[config.mk]
export PLATFORM = sky130hd
export DESIGN_NAME = mmu_bus_arbiter_flat
export DESIGN_NICKNAME = d
export VERILOG_FILES = /design/src/rtl/mmu_bus_arbiter_pkg.sv /design/src/rtl/mmu_bus_arbiter_if.sv /design/src/rtl/mmu_bus_arbiter_timer.sv /design/src/rtl/mmu_bus_arbiter.sv /design/src/flat_wrapper.sv
export SDC_FILE = /design/constraint.sdc
export NUM_CORES = 1
export LEC_CHECK = 0
export ABC_CLOCK_PERIOD_IN_PS = 1900
export BUFFER_PORTS_ARGS = -buffer_cell sky130_fd_sc_hd__buf_2
export CAP_MARGIN = 20
export CORE_MARGIN = 8
export CORE_UTILIZATION = 48
export CTS_BUF_LIST = sky130_fd_sc_hd__clkbuf_4 sky130_fd_sc_hd__clkbuf_8
export DETAILED_ROUTE_END_ITERATION = 10
export PLACE_DENSITY = 0.89
export SLEW_MARGIN = 20
export SYNTH_ARGS = -nofsm -noshare
export SYNTH_HDL_FRONTEND = slang
export SYNTH_SLANG_ARGS = --single-unit
export TNS_END_PERCENT = 100
[constraint.sdc]
create_clock -name clk -period 1.9 [get_ports clk]
set_clock_uncertainty 0.1 [all_clocks]
set_input_delay 0.19 -clock clk [delete_from_list [all_inputs] [get_ports clk]]
set_output_delay 0.19 -clock clk [all_outputs]
set_load 0.1 [all_outputs]
[src/rtl/mmu_bus_arbiter_pkg.sv]
// Shared bus types and arbiter constants for the two-master MMU port arbiter.
package mmu_bus_arbiter_pkg;

  typedef enum logic [1:0] {
    BUS_OP_IDLE  = 2'd0,
    BUS_OP_READ  = 2'd1,
    BUS_OP_WRITE = 2'd2
  } bus_op_t;

  typedef enum logic {
    BUS_SIZE_BYTE = 1'b0,
    BUS_SIZE_WORD = 1'b1
  } bus_size_t;

  typedef enum logic [1:0] {
    ARB_IDLE    = 2'd0,
    ARB_BUSY    = 2'd1,
    ARB_RELEASE = 2'd2
  } arb_state_t;

  typedef struct packed {
    bus_op_t    op;
    bus_size_t  size;
    logic [15:0] addr;
    logic [15:0] wdata;
  } bus_req_t;

  localparam logic [15:0] ARB_TIMEOUT_RDATA = 16'hFFFF;

endpackage

[src/rtl/mmu_bus_arbiter_if.sv]
// One request/response bus port; used for both master links and the MMU link.
interface mmu_bus_arbiter_if;
  import mmu_bus_arbiter_pkg::*;

  // Handshake: req_op != BUS_OP_IDLE is a request and stays stable until the
  // responder pulses resp_done for one cycle; resp_rdata is valid with resp_done.
  bus_op_t     req_op;
  bus_size_t   req_size;
  logic [15:0] req_addr;
  logic [15:0] req_wdata;
  logic        resp_done;
  logic [15:0] resp_rdata;

  modport master (
    output req_op, req_size, req_addr, req_wdata,
    input  resp_done, resp_rdata
  );

  modport slave (
    input  req_op, req_size, req_addr, req_wdata,
    output resp_done, resp_rdata
  );

endinterface

[src/rtl/mmu_bus_arbiter_timer.sv]
// Saturating transaction timer; expired flags the last allowed busy cycle.
module mmu_arb_timer #(
  parameter int TIMEOUT_CYCLES = 255,
  parameter int CNT_W          = 8
) (
  input  logic clk,
  input  logic reset,
  input  logic clear,
  input  logic enable,
  output logic expired
);

  localparam logic [CNT_W-1:0] LIMIT   = (TIMEOUT_CYCLES == 0) ? '0 : CNT_W'(TIMEOUT_CYCLES - 1);
  localparam logic [CNT_W-1:0] CNT_MAX = '1;

  logic [CNT_W-1:0] count;

  always_ff @(posedge clk or negedge reset) begin
    if (!reset) begin
      count <= '0;
    end else if (clear) begin
      count <= '0;
    end else if (enable && (count != CNT_MAX)) begin
      count <= count + CNT_W'(1);
    end
  end

  // A zero timeout disables the flag entirely.
  assign expired = (TIMEOUT_CYCLES != 0) && enable && (count == LIMIT);

endmodule

[src/rtl/mmu_bus_arbiter.sv]
// Two-master (m0 CPU, m1 DMA) arbiter for the single MMU port, with transaction timeout.
// Define ARB_ROUND_ROBIN_EN for round-robin ties; otherwise m1 wins ties.
module mmu_bus_arbiter
  import mmu_bus_arbiter_pkg::*;
#(
  parameter int TIMEOUT_CYCLES = 255,
  parameter int CNT_W          = 8
) (
  input  logic               clk,
  input  logic               reset,
  mmu_bus_arbiter_if.slave   m0,
  mmu_bus_arbiter_if.slave   m1,
  mmu_bus_arbiter_if.master  s,
  output logic               grant,
  output logic               busy,
  output logic               timeout_err,
  output arb_state_t         state
);

  arb_state_t  state_q, state_d;
  bus_req_t    s_req_q, s_req_d;
  logic        grant_q, grant_d;
  logic        last_grant_q, last_grant_d;
  logic        busy_q, busy_d;
  logic        tmo_q, tmo_d;
  logic [1:0]  done_q, done_d;
  logic [15:0] rdata0_q, rdata0_d;
  logic [15:0] rdata1_q, rdata1_d;
  logic [15:0] resp_v;

  logic        timer_clear, timer_en, expired;
  bus_req_t    req0, req1;
  logic        want0, want1, winner;

  assign req0  = {m0.req_op, m0.req_size, m0.req_addr, m0.req_wdata};
  assign req1  = {m1.req_op, m1.req_size, m1.req_addr, m1.req_wdata};
  assign want0 = (m0.req_op != BUS_OP_IDLE);
  assign want1 = (m1.req_op != BUS_OP_IDLE);

  always_comb begin : pick
    winner = 1'b0;
    if (want0 && want1) begin
`ifdef ARB_ROUND_ROBIN_EN
      winner = ~last_grant_q;
`else
      winner = 1'b1;
`endif
    end else if (want1) begin
      winner = 1'b1;
    end
  end

  mmu_arb_timer #(
    .TIMEOUT_CYCLES (TIMEOUT_CYCLES),
    .CNT_W          (CNT_W)
  ) u_timer (
    .clk     (clk),
    .reset   (reset),
    .clear   (timer_clear),
    .enable  (timer_en),
    .expired (expired)
  );

  always_comb begin : next_state
    state_d      = state_q;
    s_req_d      = s_req_q;
    grant_d      = grant_q;
    last_grant_d = last_grant_q;
    busy_d       = busy_q;
    tmo_d        = 1'b0;
    done_d       = 2'b00;
    rdata0_d     = rdata0_q;
    rdata1_d     = rdata1_q;
    resp_v       = s.resp_rdata;
    timer_clear  = 1'b0;
    timer_en     = 1'b0;
    unique case (state_q)
      ARB_IDLE: begin
        if (want0 || want1) begin
          grant_d      = winner;
          last_grant_d = winner;
          busy_d       = 1'b1;
          s_req_d      = winner ? req1 : req0;
          timer_clear  = 1'b1;
          state_d      = ARB_BUSY;
        end
      end
      ARB_BUSY: begin
        timer_en = 1'b1;
        // A real completion beats an expiry landing on the same cycle.
        if (s.resp_done || expired) begin
          resp_v          = s.resp_done ? s.resp_rdata : ARB_TIMEOUT_RDATA;
          tmo_d           = ~s.resp_done;
          done_d[grant_q] = 1'b1;
          if (grant_q) rdata1_d = resp_v;
          else         rdata0_d = resp_v;
          s_req_d.op = BUS_OP_IDLE;
          busy_d     = 1'b0;
          state_d    = ARB_RELEASE;
        end
      end
      ARB_RELEASE: state_d = ARB_IDLE;
      default:     state_d = ARB_IDLE;
    endcase
  end

  always_ff @(posedge clk or negedge reset) begin
    if (!reset) begin
      state_q      <= ARB_IDLE;
      s_req_q      <= '{op: BUS_OP_IDLE, size: BUS_SIZE_BYTE, addr: 16'h0, wdata: 16'h0};
      grant_q      <= 1'b0;
      last_grant_q <= 1'b0;
      busy_q       <= 1'b0;
      tmo_q        <= 1'b0;
      done_q       <= 2'b00;
      rdata0_q     <= 16'h0;
      rdata1_q     <= 16'h0;
    end else begin
      state_q      <= state_d;
      s_req_q      <= s_req_d;
      grant_q      <= grant_d;
      last_grant_q <= last_grant_d;
      busy_q       <= busy_d;
      tmo_q        <= tmo_d;
      done_q       <= done_d;
      rdata0_q     <= rdata0_d;
      rdata1_q     <= rdata1_d;
    end
  end

  assign s.req_op      = s_req_q.op;
  assign s.req_size    = s_req_q.size;
  assign s.req_addr    = s_req_q.addr;
  assign s.req_wdata   = s_req_q.wdata;
  assign m0.resp_done  = done_q[0];
  assign m0.resp_rdata = rdata0_q;
  assign m1.resp_done  = done_q[1];
  assign m1.resp_rdata = rdata1_q;
  assign grant         = grant_q;
  assign busy          = busy_q;
  assign timeout_err   = tmo_q;
  assign state         = state_q;

endmodule

[src/flat_wrapper.sv]
// flat-port wrapper written by rule: the top's interface ports become plain ports
module mmu_bus_arbiter_flat import mmu_bus_arbiter_pkg::*;
#(
  parameter int TIMEOUT_CYCLES = 255,
  parameter int CNT_W          = 8
)
  (clk, reset, grant, busy, timeout_err, state, m0_req_op, m0_req_size, m0_req_addr, m0_req_wdata, m0_resp_done, m0_resp_rdata, m1_req_op, m1_req_size, m1_req_addr, m1_req_wdata, m1_resp_done, m1_resp_rdata, s_req_op, s_req_size, s_req_addr, s_req_wdata, s_resp_done, s_resp_rdata);
  mmu_bus_arbiter_if m0_i ();
  mmu_bus_arbiter_if m1_i ();
  mmu_bus_arbiter_if s_i ();
  input  logic clk;
  input  logic reset;
  output logic grant;
  output logic busy;
  output logic timeout_err;
  output arb_state_t state;
  input wire logic [$bits(m0_i.req_op)-1:0] m0_req_op;
  input wire logic [$bits(m0_i.req_size)-1:0] m0_req_size;
  input wire logic [$bits(m0_i.req_addr)-1:0] m0_req_addr;
  input wire logic [$bits(m0_i.req_wdata)-1:0] m0_req_wdata;
  output wire logic [$bits(m0_i.resp_done)-1:0] m0_resp_done;
  output wire logic [$bits(m0_i.resp_rdata)-1:0] m0_resp_rdata;
  input wire logic [$bits(m1_i.req_op)-1:0] m1_req_op;
  input wire logic [$bits(m1_i.req_size)-1:0] m1_req_size;
  input wire logic [$bits(m1_i.req_addr)-1:0] m1_req_addr;
  input wire logic [$bits(m1_i.req_wdata)-1:0] m1_req_wdata;
  output wire logic [$bits(m1_i.resp_done)-1:0] m1_resp_done;
  output wire logic [$bits(m1_i.resp_rdata)-1:0] m1_resp_rdata;
  output wire logic [$bits(s_i.req_op)-1:0] s_req_op;
  output wire logic [$bits(s_i.req_size)-1:0] s_req_size;
  output wire logic [$bits(s_i.req_addr)-1:0] s_req_addr;
  output wire logic [$bits(s_i.req_wdata)-1:0] s_req_wdata;
  input wire logic [$bits(s_i.resp_done)-1:0] s_resp_done;
  input wire logic [$bits(s_i.resp_rdata)-1:0] s_resp_rdata;
  assign m0_i.req_op = m0_req_op;
  assign m0_i.req_size = m0_req_size;
  assign m0_i.req_addr = m0_req_addr;
  assign m0_i.req_wdata = m0_req_wdata;
  assign m0_resp_done = m0_i.resp_done;
  assign m0_resp_rdata = m0_i.resp_rdata;
  assign m1_i.req_op = m1_req_op;
  assign m1_i.req_size = m1_req_size;
  assign m1_i.req_addr = m1_req_addr;
  assign m1_i.req_wdata = m1_req_wdata;
  assign m1_resp_done = m1_i.resp_done;
  assign m1_resp_rdata = m1_i.resp_rdata;
  assign s_req_op = s_i.req_op;
  assign s_req_size = s_i.req_size;
  assign s_req_addr = s_i.req_addr;
  assign s_req_wdata = s_i.req_wdata;
  assign s_i.resp_done = s_resp_done;
  assign s_i.resp_rdata = s_resp_rdata;
  mmu_bus_arbiter #(.TIMEOUT_CYCLES(TIMEOUT_CYCLES), .CNT_W(CNT_W)) u_core (.clk(clk), .reset(reset), .m0(m0_i), .m1(m1_i), .s(s_i), .grant(grant), .busy(busy), .timeout_err(timeout_err), .state(state));
endmodule
**After elaboration in Yosys (flattened, before gate mapping)**

Index checks and enable logic that the tools add are counted.

- Register bits: 82
- Input port bits: 89
- Output and inout port bits: 74
- Logic and storage cells: 62

- $add $sub $neg: 1
- $lt $le $gt $ge: 2
- Equal/unequal tests: 5
- Mux-type cells: 24
- Bitwise operators: 2
- Reduce and logical (&&, ||, !) cells: 16

Operator list:

| kind | number |
|---|---|
| $mux 35 | 2 |
| $mux 16 | 1 |
| $mux 8 | 2 |
| $mux 1 | 10 |
| $mux 2 | 5 |
| $reduce_and 3->1 | 3 |
| $add 8x1->8 const B | 1 |
| $eq 8x8->1 const B | 1 |
| $ne 8x8->1 const B | 1 |
| $pmux 2 s2 | 2 |
| $reduce_bool 2->1 | 4 |
| $logic_and 1x1->1 | 4 |
| $ne 2x1->1 const B | 2 |
| $reduce_and 2->1 | 2 |
| $eq 2x1->1 const B | 1 |
| $logic_not 2->1 | 1 |
| $logic_or 1x1->1 | 2 |
| $lt 1x2->1 const B | 1 |
| $not 1->1 | 2 |
| $pmux 1 s2 | 1 |
| $demux 1 s1 | 1 |
| $ge 1x1->1 const B | 1 |

**Logic depth before layout (Yosys ltp)**

Gate-level depths: netlist of run 1.

- Depth after elaboration: 6
- Mapped depth: 6
- Mapped depth without buffers: 5

**Hierarchy**

Synthesis of run 1 repeated with hierarchy kept, for this count alone.

- Cells, all modules: 273
- Area total of the unflattened synthesis: 3,826.2 µm²

Modules (own cells, without submodules):

| module | instances | cells each | area an instance (µm²) | seq. area each (µm²) |
|---|---|---|---|---|
| mmu_bus_arbiter | 1 | 223 | 3,347.0 | 1,851.8 |
| mmu_arb_timer | 1 | 50 | 479.2 | 200.2 |

**Least setup slack after synthesis of run 1**

No wires, ideal clock.

- Kind: register to register
- From: register u_core.state_q[0], in the netlist u_core.state[0]
- To: register u_core.rdata1_q[10], in the netlist u_core.m1.resp_rdata[10]
- Setup time: 0.121 ns
- Arrival: 2.135 ns
- Required time: 1.679 ns
- Setup slack: -0.456 ns
- Cell stages (with the launch flop): 6
- Buffers on the path: 2
- Clock period less this slack: 2.356 ns
- Cell sequence: dfrtp_1 -> buf_2 -> nor2b_1 -> nand3_1 -> buf_2 -> o22a_2

- Cells in the longest elaborated chain, start to end: 5

Ends and longest elaborated chain:

| what | line | RTL |
|---|---|---|
| start: declaration | mmu_bus_arbiter.sv:20 | `arb_state_t state_q, state_d;` |
| start signal: assignment | mmu_bus_arbiter.sv:119 | `state_q <= state_d;` |
| $eq 2x1->1 * | mmu_bus_arbiter.sv:77 | `unique case (state_q)` |
| $mux 1 | mmu_bus_arbiter.sv:77 |  |
| $logic_and 1x1->1 | mmu_bus_arbiter_timer.sv:29 | `assign expired = (TIMEOUT_CYCLES != 0) && enable && (count == LIMIT);` |
| $logic_or 1x1->1 | mmu_bus_arbiter.sv:91 | `if (s.resp_done \|\| expired) begin` |
| $reduce_and 3->1 (no line) * | - |  |
| end signal: assignment | mmu_bus_arbiter.sv:127 | `rdata1_q <= rdata1_d;` |
| end: declaration | mmu_bus_arbiter.sv:28 | `logic [15:0] rdata1_q, rdata1_d;` |

Mark *: on every way between the ends. The rest lies on a longest branch, timed or not.
A chain may end at the register's enable or synchronous reset.

**Worst setup path in the final report of run 1**

- From: register u_core.u_timer.count[6]
- To: register u_core.rdata1_q[10], in the netlist u_core.m1.resp_rdata[10]

- Cells in the longest elaborated chain, start to end: 4

Ends and longest elaborated chain:

| what | line | RTL |
|---|---|---|
| start: declaration | mmu_bus_arbiter_timer.sv:16 | `logic [CNT_W-1:0] count;` |
| start signal: assignment | mmu_bus_arbiter_timer.sv:24 | `count <= count + CNT_W'(1);` |
| $eq 8x8->1 | mmu_bus_arbiter_timer.sv:29 |  |
| $logic_and 1x1->1 | mmu_bus_arbiter_timer.sv:29 |  |
| $logic_or 1x1->1 | mmu_bus_arbiter.sv:91 |  |
| $reduce_and 3->1 (no line) | - |  |

No other way between the ends.

==> impl_metrics.ini, run 1 <==
[global_routing]
track_usage_pct = 20.18
grt_overflow = 0
grt.busiest_layer = met2
grt_max_degree = 44
grt_use_met1_pct = 20.42
grt_pass1_wl_um = 16300
grt.met2_usage_pct = 35.36
met3_usage_pct = 8.106
grt_antenna_before_repair = 0
grt_pass1_vias = 3384

[run]
drv_cap = 0

[clock_network]
cts_root_buf = clkbuf_8
cts_tree = yes
cts_buffers = 9
post-cts-setup-buffer-count = 0
clk_pin_slew_worst_paths_ns = 0.08
htreeDepth = 3
clk_latency_ns = 0.35
cts.sinks = 82
cts_buffer_depth = 2

[synthesis]
syn_area_per_cell_um2 = 11.82
seq_area_frac_synth_pct = 57.89
synth_area_mm2 = 0.003545
synth_fp_nets = 391
syn_inst = 300
synth_cell_type_count = 36
yosys_warnings = 0
yosys_register_bits = 82

[detailed_routing]
wirelength_um = 10450
drt_iter0_drc = 81
first_pass_iters = 4
wl_per_cell_um = 17.89
via_count = 3114
drtAntennaViolNets = 0
remaining_drc_errors = 0
viasPerCell = 5.332

[critical_path]
critPathKind = register to register
required_ns = 2.03
cp-startpoint = u_core.u_timer.count[6]
cp_max_fo = 17
crit_path_start_kind = register
worstSetupEndpointType = register
cp_cell_sequence = and4_1 > a41oi_4 > nor3_4 > buf_12 > o22a_2
max_stage_delay_ns = 0.42
critPathSlowestCell = dfrtp_1
cp.arrival_ns = 1.94
reg2reg_from = u_core.u_timer.count[6]

[final_layout]
layout_commonest_cell = buf_2
insertedDiodeCount = 0
nets = 571
drive_gt1_share_pct = 46.80
final_cells = 584
final_core_util_pct = 68.04
area_delta_synth_final_pct = 38.48
final_cell_mix = buf_2 (161), dfrtp_1 (79), nor2_1 (42)

[sta]
min_period_ns = 1.810
hold_violations = 0
tightest_slew_ns = 0.5297
finalSetupViolCount = 0
fin_crit_sh_pct = 95.29
drv_slew = 0
fin_tns_setup_ns = 0
hold_ws_ns = 0.03002
fmax_mhz = 552.3
relSlewSlack_pct = 64.69
rsz0062_at_grt = no

[floorplanning]
fp.dieW_um = 101.9
core_mm2 = 0.007214
io_pins = 163
die_height_um = 101.9
initial_core_util_pct = 49.13
die_area_mm2 = 0.01039
num_rows = 31

[hold_path]
hold_path.class = input port to register
hp-start = s_resp_done

[outcome]
status = finished, final reports clean

[place]
numPortBuffers = 162
gp_congestion = 0.8864
dp.cells = 551
hpwlAfterDp_um = 7417
[layer usage]
layer	vias to the layer above	share of wire [%]
met5	-	0
met4	0	2.5
met3	20	12
met2	144	50
met1	1504	36
li1	1446	-
[synth_stat cells (all sizes together)]
cell type / instances / area, µm²
a211oi: 4 / 30.03
a21oi: 39 / 195.2
a22o: 2 / 17.52
a311oi: 1 / 8.760
a31o: 1 / 8.760
a41o: 1 / 11.26
a41oi: 2 / 36.29
and3: 1 / 6.260
and4: 1 / 8.760
buf: 14 / 83.82
clkbuf: 5 / 20.01
dfrtp: 82 / 2052
ha: 2 / 25.02
inv: 8 / 30.03
mux2i: 33 / 330.3
nand2: 4 / 15.01
nand2b: 1 / 6.260
nand3: 6 / 30.03
nand4: 1 / 6.260
nand4b: 1 / 8.760
nor2: 43 / 163.9
nor2b: 1 / 6.260
nor3: 5 / 47.54
nor3b: 1 / 7.510
nor4: 1 / 12.51
o21ai: 2 / 10.01
o22a: 32 / 314.1
o32ai: 2 / 17.52
xnor2: 4 / 35.03
[worst paths after layout]
kind	to	slack, ns	cells past startpoint
worst max-delay path	u_core.m1.resp_rdata[10]	0.09	5
worst min-delay path	u_core.timeout_err	0.03	2
worst max register to register	u_core.m1.resp_rdata[10]	0.09	5
worst min register to register	u_core.m0.resp_rdata[13]	0.41	1
max in group asynchronous	u_core.s.req_addr[12]	0.80	3
min in group asynchronous	u_core.m0.resp_rdata[0]	0.29	2
[cells by family (layout without fill, tap and decap cells)]
kind of cell	after synthesis	count (layout)	synth area share, %
AOI/OAI and AO/OA	86	86	18.32
xor gates and xnor gates	4	4	0.9883
adders and majority gates	2	2	0.7059
buffers and inverters	27	212	3.776
DFF	82	82	57.89
muxes	33	33	9.319
and+or+nand+nor	66	66	9.001
[final cells by class]
| type | count | area, µm² |
|---|---|---|
| Fill cell | 519 | 2306 |
| Multi-Input combinational cell | 191 | 1376 |
| Timing Repair Buffer | 188 | 1114 |
| Sequential cell | 82 | 2061 |
| Tap cell | 99 | 123.9 |
| Clock inverter | 6 | 66.31 |
| Inverter | 8 | 30.03 |
| Clock buffer | 10 | 137.6 |
[critical path: cells and delay by family, from the launching register on]
kind	cells	cell delay [ns]
buffers and inverters	1	0.17
AO/OA/AOI/OAI	2	0.60
flip-flops	1	0.42
AND/OR/NAND/NOR	2	0.42
[metrics by stage]
| step | cell area, µm² | worst slack (ns) |
|---|---|---|
| 2_1_floorplan | 3565 | 0.006800 |
| 3_3_place_gp | 4534 | 0.1899 |
| 3_5_place_dp | 4534 | 0.1401 |
| 4_1_cts | 4908 | 0.1173 |
| 5_1_grt | 4908 | 0.03411 |
| 6_report | 4908 | 0.08950 |
[state kept, by name, indices dropped and copies added (netlist names)]
signal,count
u_core.m1.resp_rdata,16
u_core.state,2
u_core.s.req_addr,16
u_core.s.req_wdata,16
u_core.s.req_op,2
u_core.u_timer.count,8
u_core.m0.resp_rdata,16
u_core.s.req_size,1
u_core.grant,1
u_core.busy,1
u_core.done_q,2
u_core.timeout_err,1
[repair_timing]
item	4_1_cts	5_1_grt
resized for setup	0	0
hold buffers	17	0
hold endpoints to repair	73	0
Power of run 1 is not shown: default switching activity piles up to over one toggle a cycle in this logic, so the estimate is an artifact.
==> inputs of run 2 (changes only) <==
Settings changed: CORE_UTILIZATION 48 to 47, CTS_BUF_LIST sky130_fd_sc_hd__clkbuf_4 sky130_fd_sc_hd__clkbuf_8 to default, PLACE_DENSITY 0.89 to 0.87.
==> run 2 against run 1 <==
  * Worst setup slack improved by 0.0091 ns
  * Utilization about the same
  * Fmax increased by 0.51%
  * Cell count increased by 0.51%
  * Worst hold slack got worse by 0.0020 ns
  * Sequential share of layout area decreased by 0.43 points
  * Cell area increased by 1.0%
  * Die area increased by 1.8%
  * Via count increased by 0.58%
  * Critical endpoint is now u_core.m0.resp_rdata[12]
==> impl_metrics.ini, run 2 (synthesis gave the netlist of run 1 again) <==
[final_layout]
layout_commonest_cell = buf_2
drive_gt1_share_pct = 47.23
nets = 573
area_delta_synth_final_pct = 39.92
final_cell_mix = buf_2 (161), dfrtp_1 (79), nor2_1 (42)
final_cell_area_mm2 = 0.004960

[critical_path]
r2r-end = u_core.m0.resp_rdata[12]
r2r_cells = 5
critPathKind = register to register
cp.arrival_ns = 1.94
cp_max_fo = 13
worstSetupEndpointType = register
required_ns = 2.03
r2r_setup_slack_ns = 0.1
reg2reg_from = u_core.u_timer.count[5]
cp-startpoint = u_core.u_timer.count[5]
crit_path_start_kind = register

[detailed_routing]
via_count = 3132
drt_iter0_drc = 125
wirelength_um = 10630
first_pass_iters = 4
wl_per_cell_um = 18.11
remaining_drc_errors = 0
viasPerCell = 5.336
drtAntennaViolNets = 0

[global_routing]
grt_overflow = 0
grt_pass1_vias = 3406
grt.met2_usage_pct = 35.81
track_usage_pct = 20.31
grt_antenna_before_repair = 1
grt_pass1_wl_um = 16770
met3_usage_pct = 7.360
grt_use_met1_pct = 22.33
grt.busiest_layer = met2
grt_max_degree = 61

[clock_network]
cts_root_buf = clkbuf_8
cts_buffer_depth = 2
clk_latency_ns = 0.34
htreeDepth = 3
clk_pin_slew_worst_paths_ns = 0.09
cts_tree = yes
post-cts-setup-buffer-count = 0
cts_buffers = 9
cts.sinks = 82

[run]
drv_cap = 0

[sta]
rsz0062_at_grt = no
tightest_slew_ns = 0.5209
min_period_ns = 1.801
hold_violations = 0
relSlewSlack_pct = 65.27
fin_ws_ns = 0.09861
fin_tns_setup_ns = 0
drv_slew = 0
fin_crit_sh_pct = 94.81
finalSetupViolCount = 0
fmax_mhz = 555.1

[hold_path]
hp-start = s_resp_done
hold_depth = 2
hold_path.class = input port to register
hold_path_end = u_core.timeout_err

[floorplanning]
initial_core_util_pct = 48.61
fp.dieW_um = 102.8
core_mm2 = 0.007292
die_area_mm2 = 0.01058
die_height_um = 102.8
num_rows = 31
io_pins = 163

[place]
hpwlAfterDp_um = 7596
dp_slack_ns = 0.1079
gp_congestion = 0.8011
place_area_mm2 = 0.004537
numPortBuffers = 162

[outcome]
status = finished, final reports clean
## run 2: cell count changes in the layout (fill, tap and decap cells not counted), moves of 2 or more
cell and delta:
inv_6 +2, clkinv_2 -2, bufinv_16 +2, buf_4 +3
## run 2: through the flow
stage               util [%]  hold slack, ns  instances
floorplan                  -         -0.2056        300
global placement       62.22         0.09038        553
detailed placement     62.22          0.1033        553
CTS                    67.97         0.01471        586
global route           68.02         0.03577        587
finish                 68.02         0.02800        587
## run 2: worst max-delay path by stage
stage / cells after the start / end
6_report: 5 / u_core.m0.resp_rdata[12]
3_5_place_dp: 5 / u_core.m0.resp_rdata[0]
4_1_cts: 5 / u_core.m0.resp_rdata[8]
5_1_grt: 6 / u_core.m0.resp_rdata[10]
3_3_place_gp: 5 / u_core.m0.resp_rdata[13]
2_1_floorplan: 5 / u_core.m0.resp_rdata[0]
## run 2: critical path, stage by stage, from the launching register on
cell	delay, ns
dfrtp_1	0.45
and4_2	0.31
a41oi_4	0.35
nor3_4	0.06
buf_4	0.19
o22a_2	0.23
## run 2: area by class of cell
| class | count | area, µm² |
|---|---|---|
| Sequential cell | 82 | 2061 |
| Fill cell | 571 | 2332 |
| Clock buffer | 9 | 123.9 |
| Clock inverter | 7 | 125.1 |
| Tap cell | 99 | 123.9 |
| Antenna cell | 1 | 2.502 |
| Inverter | 8 | 30.03 |
| Timing Repair Buffer | 190 | 1116 |
| Multi-Input combinational cell | 191 | 1378 |
## run 2: per-layer routing
metal | wire length, µm | share of wire, %
met1 | 3884 | 37
met2 | 5658 | 53
met3 | 934 | 8.8
met4 | 151 | 1.4
met5 | 0 | 0
## run 2: what timing repair did
item	in CTS	in global routing
hold buffers	17	0
endpoints found under the hold margin	69	0
endpoints found under the setup margin	0	14
gates resized for setup	0	1
Power of run 2 is left out for the same reason.
